## src/rtl/cronometro_pkg.sv

```systemverilog
// Shared definitions for the stopwatch controller: FSM state type with its fixed
// encodings, default timing constants and a small state-classification helper.
package cronometro_pkg;

  // Encodings are visible on state_o, so they are pinned explicitly.
  typedef enum logic [1:0] {
    StIdle  = 2'd0,
    StRun   = 2'd1,
    StPause = 2'd2,
    StLap   = 2'd3
  } state_e;

  localparam int unsigned CLK_HZ_DEFAULT     = 50_000_000;
  localparam int unsigned TICK_HZ_DEFAULT    = 100;
  localparam int unsigned DEB_CYCLES_DEFAULT = 1_000_000;

  // States in which time advances (the prescaler counts).
  function automatic logic is_counting(state_e s);
    return (s == StRun) || (s == StLap);
  endfunction

endpackage

```

## src/rtl/cronometro_ctrl_key_debounce.sv

```systemverilog
// key_debounce: 2-FF synchronizer plus debouncer for one active-low pushbutton.
// Ports:
//   clk_i    system clock
//   rst_i    asynchronous active-high reset
//   key_n_i  raw active-low key, asynchronous to clk_i
//   press_o  one-cycle pulse on each accepted press
module key_debounce
  import cronometro_pkg::*;
#(
  parameter int unsigned DEB_CYCLES = DEB_CYCLES_DEFAULT
) (
  input  logic clk_i,
  input  logic rst_i,
  input  logic key_n_i,
  output logic press_o
);

  localparam int unsigned CntW = $clog2(DEB_CYCLES + 1);
  localparam logic [CntW-1:0] CntMax = CntW'(DEB_CYCLES - 1);

  logic            sync1_q, sync2_q;
  logic            level_q, level_d;
  logic [CntW-1:0] cnt_q, cnt_d;
  logic            press_q, press_d;

  // The debounced level comes out of reset as "pressed" (0): a key held
  // through reset must first be seen released before a press can register.
  always_ff @(posedge clk_i or posedge rst_i) begin
    if (rst_i) begin
      sync1_q <= 1'b1;
      sync2_q <= 1'b1;
      level_q <= 1'b0;
      cnt_q   <= '0;
      press_q <= 1'b0;
    end else begin
      sync1_q <= key_n_i;
      sync2_q <= sync1_q;
      level_q <= level_d;
      cnt_q   <= cnt_d;
      press_q <= press_d;
    end
  end

  // cnt_q counts consecutive samples that disagree with the debounced level;
  // any agreeing sample restarts the window.
  always_comb begin
    level_d = level_q;
    cnt_d   = '0;
    press_d = 1'b0;
    if (sync2_q != level_q) begin
      if (cnt_q == CntMax) begin
        level_d = sync2_q;
        press_d = ~sync2_q;
      end else begin
        cnt_d = cnt_q + 1'b1;
      end
    end
  end

  assign press_o = press_q;

endmodule

```

## src/rtl/cronometro_ctrl.sv

```systemverilog
// cronometro_ctrl: stopwatch control FSM (IDLE/RUN/PAUSE/LAP) with a tick
// prescaler and two debounced pushbuttons.
// Ports:
//   CLOCK_50   system clock
//   reset      asynchronous active-high reset
//   key_ss_n   start/stop key, active-low, asynchronous
//   key_lr_n   lap/reset key, active-low, asynchronous
//   cnt_en     one-cycle pulse: counter datapath advances one step
//   cnt_clr    one-cycle pulse: counter datapath clears
//   disp_hold  level: display frozen (LAP)
//   state_o    current state encoding
module cronometro_ctrl
  import cronometro_pkg::*;
#(
  parameter int unsigned CLK_HZ     = CLK_HZ_DEFAULT,
  parameter int unsigned TICK_HZ    = TICK_HZ_DEFAULT,
  parameter int unsigned DEB_CYCLES = DEB_CYCLES_DEFAULT
) (
  input  logic       CLOCK_50,
  input  logic       reset,
  input  logic       key_ss_n,
  input  logic       key_lr_n,
  output logic       cnt_en,
  output logic       cnt_clr,
  output logic       disp_hold,
  output logic [1:0] state_o
);

  localparam int unsigned DIV    = CLK_HZ / TICK_HZ;
  localparam int unsigned PrescW = (DIV > 1) ? $clog2(DIV) : 1;
  localparam logic [PrescW-1:0] PrescMax = PrescW'(DIV - 1);

  logic ss_ev, lr_ev;

  key_debounce #(
    .DEB_CYCLES(DEB_CYCLES)
  ) u_deb_ss (
    .clk_i  (CLOCK_50),
    .rst_i  (reset),
    .key_n_i(key_ss_n),
    .press_o(ss_ev)
  );

  key_debounce #(
    .DEB_CYCLES(DEB_CYCLES)
  ) u_deb_lr (
    .clk_i  (CLOCK_50),
    .rst_i  (reset),
    .key_n_i(key_lr_n),
    .press_o(lr_ev)
  );

  state_e            state_q, state_d;
  logic [PrescW-1:0] presc_q, presc_d;
  logic              cnt_en_q, cnt_en_d;
  logic              cnt_clr_q, cnt_clr_d;
  logic              disp_hold_q, disp_hold_d;
  logic              clr_take;

  always_ff @(posedge CLOCK_50 or posedge reset) begin
    if (reset) begin
      state_q     <= StIdle;
      presc_q     <= '0;
      cnt_en_q    <= 1'b0;
      cnt_clr_q   <= 1'b0;
      disp_hold_q <= 1'b0;
    end else begin
      state_q     <= state_d;
      presc_q     <= presc_d;
      cnt_en_q    <= cnt_en_d;
      cnt_clr_q   <= cnt_clr_d;
      disp_hold_q <= disp_hold_d;
    end
  end

  // Next state. ss has priority; an lr arriving with ss is dropped.
  always_comb begin
    state_d  = state_q;
    clr_take = 1'b0;
    if (ss_ev) begin
      case (state_q)
        StIdle:  state_d = StRun;
        StRun:   state_d = StPause;
        StPause: state_d = StRun;
        StLap:   state_d = StPause;
        default: state_d = StIdle;
      endcase
    end else if (lr_ev) begin
      case (state_q)
        StRun:   state_d = StLap;
        StLap:   state_d = StRun;
        StPause: begin
          state_d  = StIdle;
          clr_take = 1'b1;
        end
        StIdle:  clr_take = 1'b1;
        default: state_d = StIdle;
      endcase
    end
  end

  // Prescaler and registered outputs. The wrap is judged on the current
  // state, so the first tick lands DIV cycles after entering RUN.
  always_comb begin
    presc_d  = presc_q;
    cnt_en_d = 1'b0;
    if (is_counting(state_q)) begin
      if (presc_q == PrescMax) begin
        presc_d  = '0;
        cnt_en_d = 1'b1;
      end else begin
        presc_d = presc_q + 1'b1;
      end
    end else if (state_q == StIdle) begin
      presc_d = '0;
    end
    if (clr_take) begin
      presc_d = '0;
    end
    cnt_clr_d   = clr_take;
    disp_hold_d = (state_d == StLap);
  end

  assign cnt_en    = cnt_en_q;
  assign cnt_clr   = cnt_clr_q;
  assign disp_hold = disp_hold_q;
  assign state_o   = state_q;

endmodule

```

## config.mk

```make
export PLATFORM = sky130hd
export DESIGN_NAME = cronometro_ctrl
export DESIGN_NICKNAME = d
export VERILOG_FILES = /design/src/rtl/cronometro_pkg.sv /design/src/rtl/cronometro_ctrl_key_debounce.sv /design/src/rtl/cronometro_ctrl.sv
export SDC_FILE = /design/constraint.sdc
export NUM_CORES = 1
export LEC_CHECK = 0
export CAP_MARGIN = 20
export CORE_MARGIN = 2
export CORE_UTILIZATION = 40
export CTS_BUF_LIST = sky130_fd_sc_hd__clkbuf_8
export DETAILED_ROUTE_END_ITERATION = 7
export REMOVE_ABC_BUFFERS = 1
export SKIP_LAST_GASP = 1
export SLEW_MARGIN = 20
export SYNTH_ARGS = -nofsm -noshare
export SYNTH_HDL_FRONTEND = slang
export SYNTH_SLANG_ARGS = --single-unit
```

## constraint.sdc

```tcl
create_clock -name CLOCK_50 -period 2.9 [get_ports CLOCK_50]
set_input_delay 0.29 -clock CLOCK_50 [delete_from_list [all_inputs] [get_ports CLOCK_50]]
set_output_delay 0.29 -clock CLOCK_50 [all_outputs]
set_load 0.03 [all_outputs]
```

==> results.md <==
- Run status: complete, no violations
- Post-Route Setup TNS: 0 ns
- Worst setup path start: presc_q[0]$_DFFE_PP0P_
- Die Width: roughly 97 um
- Period utilization: about 79%
- R2R Setup Slk: just over 0.6 ns
- Initial antenna violation count: 0
- Detail Route Antenna Nets: 0
- Fin. max-slew vios: 0
- Total setup buffers inserted after CTS: 0
- Final Skew: slightly above 0.01 ns
- Final setup violation count: 0
- WL/cell: ~13 um
- Place WS: approximately 0.50 ns
- Worst endpoint required time: around 3.1 ns
- Yosys warnings: 0
- Netlist cell types: 48
- Fill count: a little under 800
- Crit Path Category: flop to flop
- Hold Crit Class: input pin to flop
- Clock slew at reported path FFs: approximately 0.080 ns
- Worst r2r src: presc_q[0]$_DFFE_PP0P_
- Io pins: 9
- Fin crit period: about 2.3 ns
- Slowest cell on crit path: nor4_1
- Post-synthesis cell count: between 300 and 400
- Starting Density: between 40% and 50%
- CTS tree: yes
- VDD IR max: between 0.2 and 0.3 mV
- Top delay family on crit path: simple AND/OR/NAND/NOR gates
- Largest net degree at the start of global routing: 42
- Die height: ~97 um
- Most frequent cells in the layout: dfrtp_1 (68), nor2_1 (51), nand3_1 (26), nand2_1 (22), xor2_1 (21)
- Hpwl dp: approximately 4200 um
- Fin. Hold Viols: 0
- Slew HR: a little under half
- Area of the multi-input gates: between 1500 and 2000 um^2
- Worst Path Max Fanout: 5
- Fmax: about 0.44 GHz
- First-pass GRT wire length: 11200 um
- Total GRT Usage: between 10% and 20%
- Worst slew pin tran: roughly 0.8 ns
- Worst setup EP type: flop
- Slowest stage delay, CP: 0.74 ns
- Port Buffers: 8
- Vias/cell: 5.29
- RSZ-0062 raised after global routing: false
- GPL Wtd Cong: between 0.8 and 0.9
- Vias: 2448
- Pwr Density: between 400 and 500 nW/um^2
- Inserted Diodes: 0
- Hold Path Origin: key_ss_n
- Synth Register Bits: 72
- Num CTS Buffers: 9
- Nets: 360
- Later-pin clock latency in the skew report: roughly 0.34 ns
- GRT overflow: 0
- Clock sink count: ~70
- First-iteration detailed-routing DRC count: between 100 and 150
- Cell Rows: 33
- Layout cells sized above 1: about 9%
- Layout area overhead: 11.1%
- CTS H-tree lvls: 3
- Worst-path cell chain: ha_1 > nand3_1 > nor4_1 > nand3_1 > and3_1 > a211o_1
- LEAKAGE: 1.58 nW
- Clk root buf: clkbuf_8
- Maxcap violations: 0
- Pwr Total: about 1.8 mW
- WP depth: 6
- Hold WS: 0.348 ns
- CP dominant cell by count: nand3_1
- Mapped cell area: about 3400 um^2
- Worst Reg-to-Reg Cells: 6
- CTS hold repair buffers: 0
- Worst Hold Path Cells: 1
- Sequential cell area: 1810 um^2
- Detailed Route WL: 6240 um
- Buffers & Inverters on Critical Path: 0
- Post-CTS sizing: 0
- Max Root-Sink Buffers: 2
- Detailed Routing Iterations Pass 1: 7
- Mean post-synth cell area: 10.1 um^2
- Fin worst setup slack: roughly 0.6 ns
- Most common cell after layout, fill and taps aside: dfrtp_1
- Worst setup SP type: flop
- Worst Path Arrival: 2.51 ns
- Sequential area share after synthesis: between 50 and 60%
- # DRC: 0
- Die area: between 9000 and 10000 um^2
- Core box area: roughly 8300 um^2
- Vias in the first global route: 2372
[routing by layer]
layer / wire length, um / part of all wire [%] / global-route usage (%)
met5: 0 / 0 / 0
met4: 44 / 0.71 / 4.12
met1: 3060 / 49 / 19.6
met2: 2890 / 46 / 22.8
met3: 241 / 3.9 / 4.70
[cell families (layout without fill, tap and decap cells)]
group / Yosys count / after routing / share of synthesized area [%]
buffers and inverters: 17 / 34 / 2.25
and+or+nand+nor: 166 / 166 / 25.6
muxes: 3 / 3 / 0.981
DFF: 72 / 72 / 52.5
xor gates and xnor gates: 40 / 40 / 10.2
AOI/OAI and AO/OA: 40 / 40 / 7.48
adders and majority gates: 3 / 3 / 1.09
[power breakdown]
part / internal, mW / leakage [nW] / switching (mW)
Combinational: 0.0140 / 0.496 / 0.0346
Clock: 0.389 / 0.0962 / 0.363
Sequential: 1.02 / 0.987 / 0.00990
Total: 1.42 / 1.58 / 0.407
[synthesized netlist by cell type, drive strengths merged]
| library cell | instances | share of area, % |
|---|---|---|
| or3 | 2 | 0.36 |
| nor3b | 3 | 0.65 |
| a21o | 1 | 0.22 |
| xnor2 | 19 | 4.8 |
| dfrtp | 68 | 49 |
| buf | 4 | 0.84 |
| or4bb | 1 | 0.33 |
| nor4bb | 1 | 0.29 |
| a21oi | 9 | 1.3 |
| and3b | 1 | 0.25 |
| inv | 9 | 0.98 |
| nor4 | 5 | 0.91 |
| nand3b | 4 | 0.87 |
| or2 | 1 | 0.18 |
| a31oi | 11 | 2.0 |
| xor2 | 21 | 5.3 |
| a211o | 1 | 0.25 |
| a21boi | 1 | 0.33 |
| mux2 | 3 | 0.98 |
| nand2b | 4 | 0.73 |
| clkbuf | 4 | 0.44 |
| or4 | 4 | 1.1 |
| a221o | 1 | 0.29 |
| and3 | 9 | 1.6 |
| nand4b | 1 | 0.25 |
| dfstp | 4 | 3.1 |
| nor4b | 2 | 0.94 |
| nor3 | 11 | 1.9 |
| o21ai | 9 | 1.3 |
| and2 | 4 | 0.73 |
| nor2b | 1 | 0.18 |
| ha | 3 | 1.1 |
| nand3 | 27 | 4.1 |
| nand2 | 23 | 2.6 |
| a22o | 4 | 1.0 |
| a41oi | 3 | 0.76 |
| and4 | 1 | 0.25 |
| nor2 | 51 | 5.6 |
| nand4 | 10 | 1.8 |
[metrics by stage]
step / instance area, um^2 / cells / util (%)
global route: 3830 / 463 / 46.1
finish: 3830 / 463 / 46.1
global placement: 3630 / 447 / 43.8
detailed placement: 3630 / 447 / 43.8
floorplan: 3400 / 333 / -
CTS: 3820 / 463 / 46.0
[flip-flops by register name, indices dropped and copies added (netlist names), 2 cells and up]
signal / cells
u_deb_lr.cnt_q: 20
u_deb_ss.cnt_q: 20
presc_q: 19
state_o: 2
[path summary, 6_finish.rpt]
check,endpoint
max in group asynchronous,presc_q[11]$_DFFE_PP0P_
hold reg to reg,u_deb_lr.sync2_q$_DFF_PP1_
setup reg to reg,presc_q[14]$_DFFE_PP0P_
hold / removal,u_deb_ss.sync1_q$_DFF_PP1_
setup / recovery,presc_q[14]$_DFFE_PP0P_
min in group asynchronous,u_deb_lr.cnt_q[11]$_DFF_PP0_
[area by class of cell]
type	instances	share of cell area [%]
clock inverter	7	1.67
tap	105	3.43
inverter	9	0.883
clock buffer	9	3.24
timing repair buffer	9	2.62
multi-input combinational	252	41.0
sequential	72	47.2
Power figures use the tool's default switching activity.
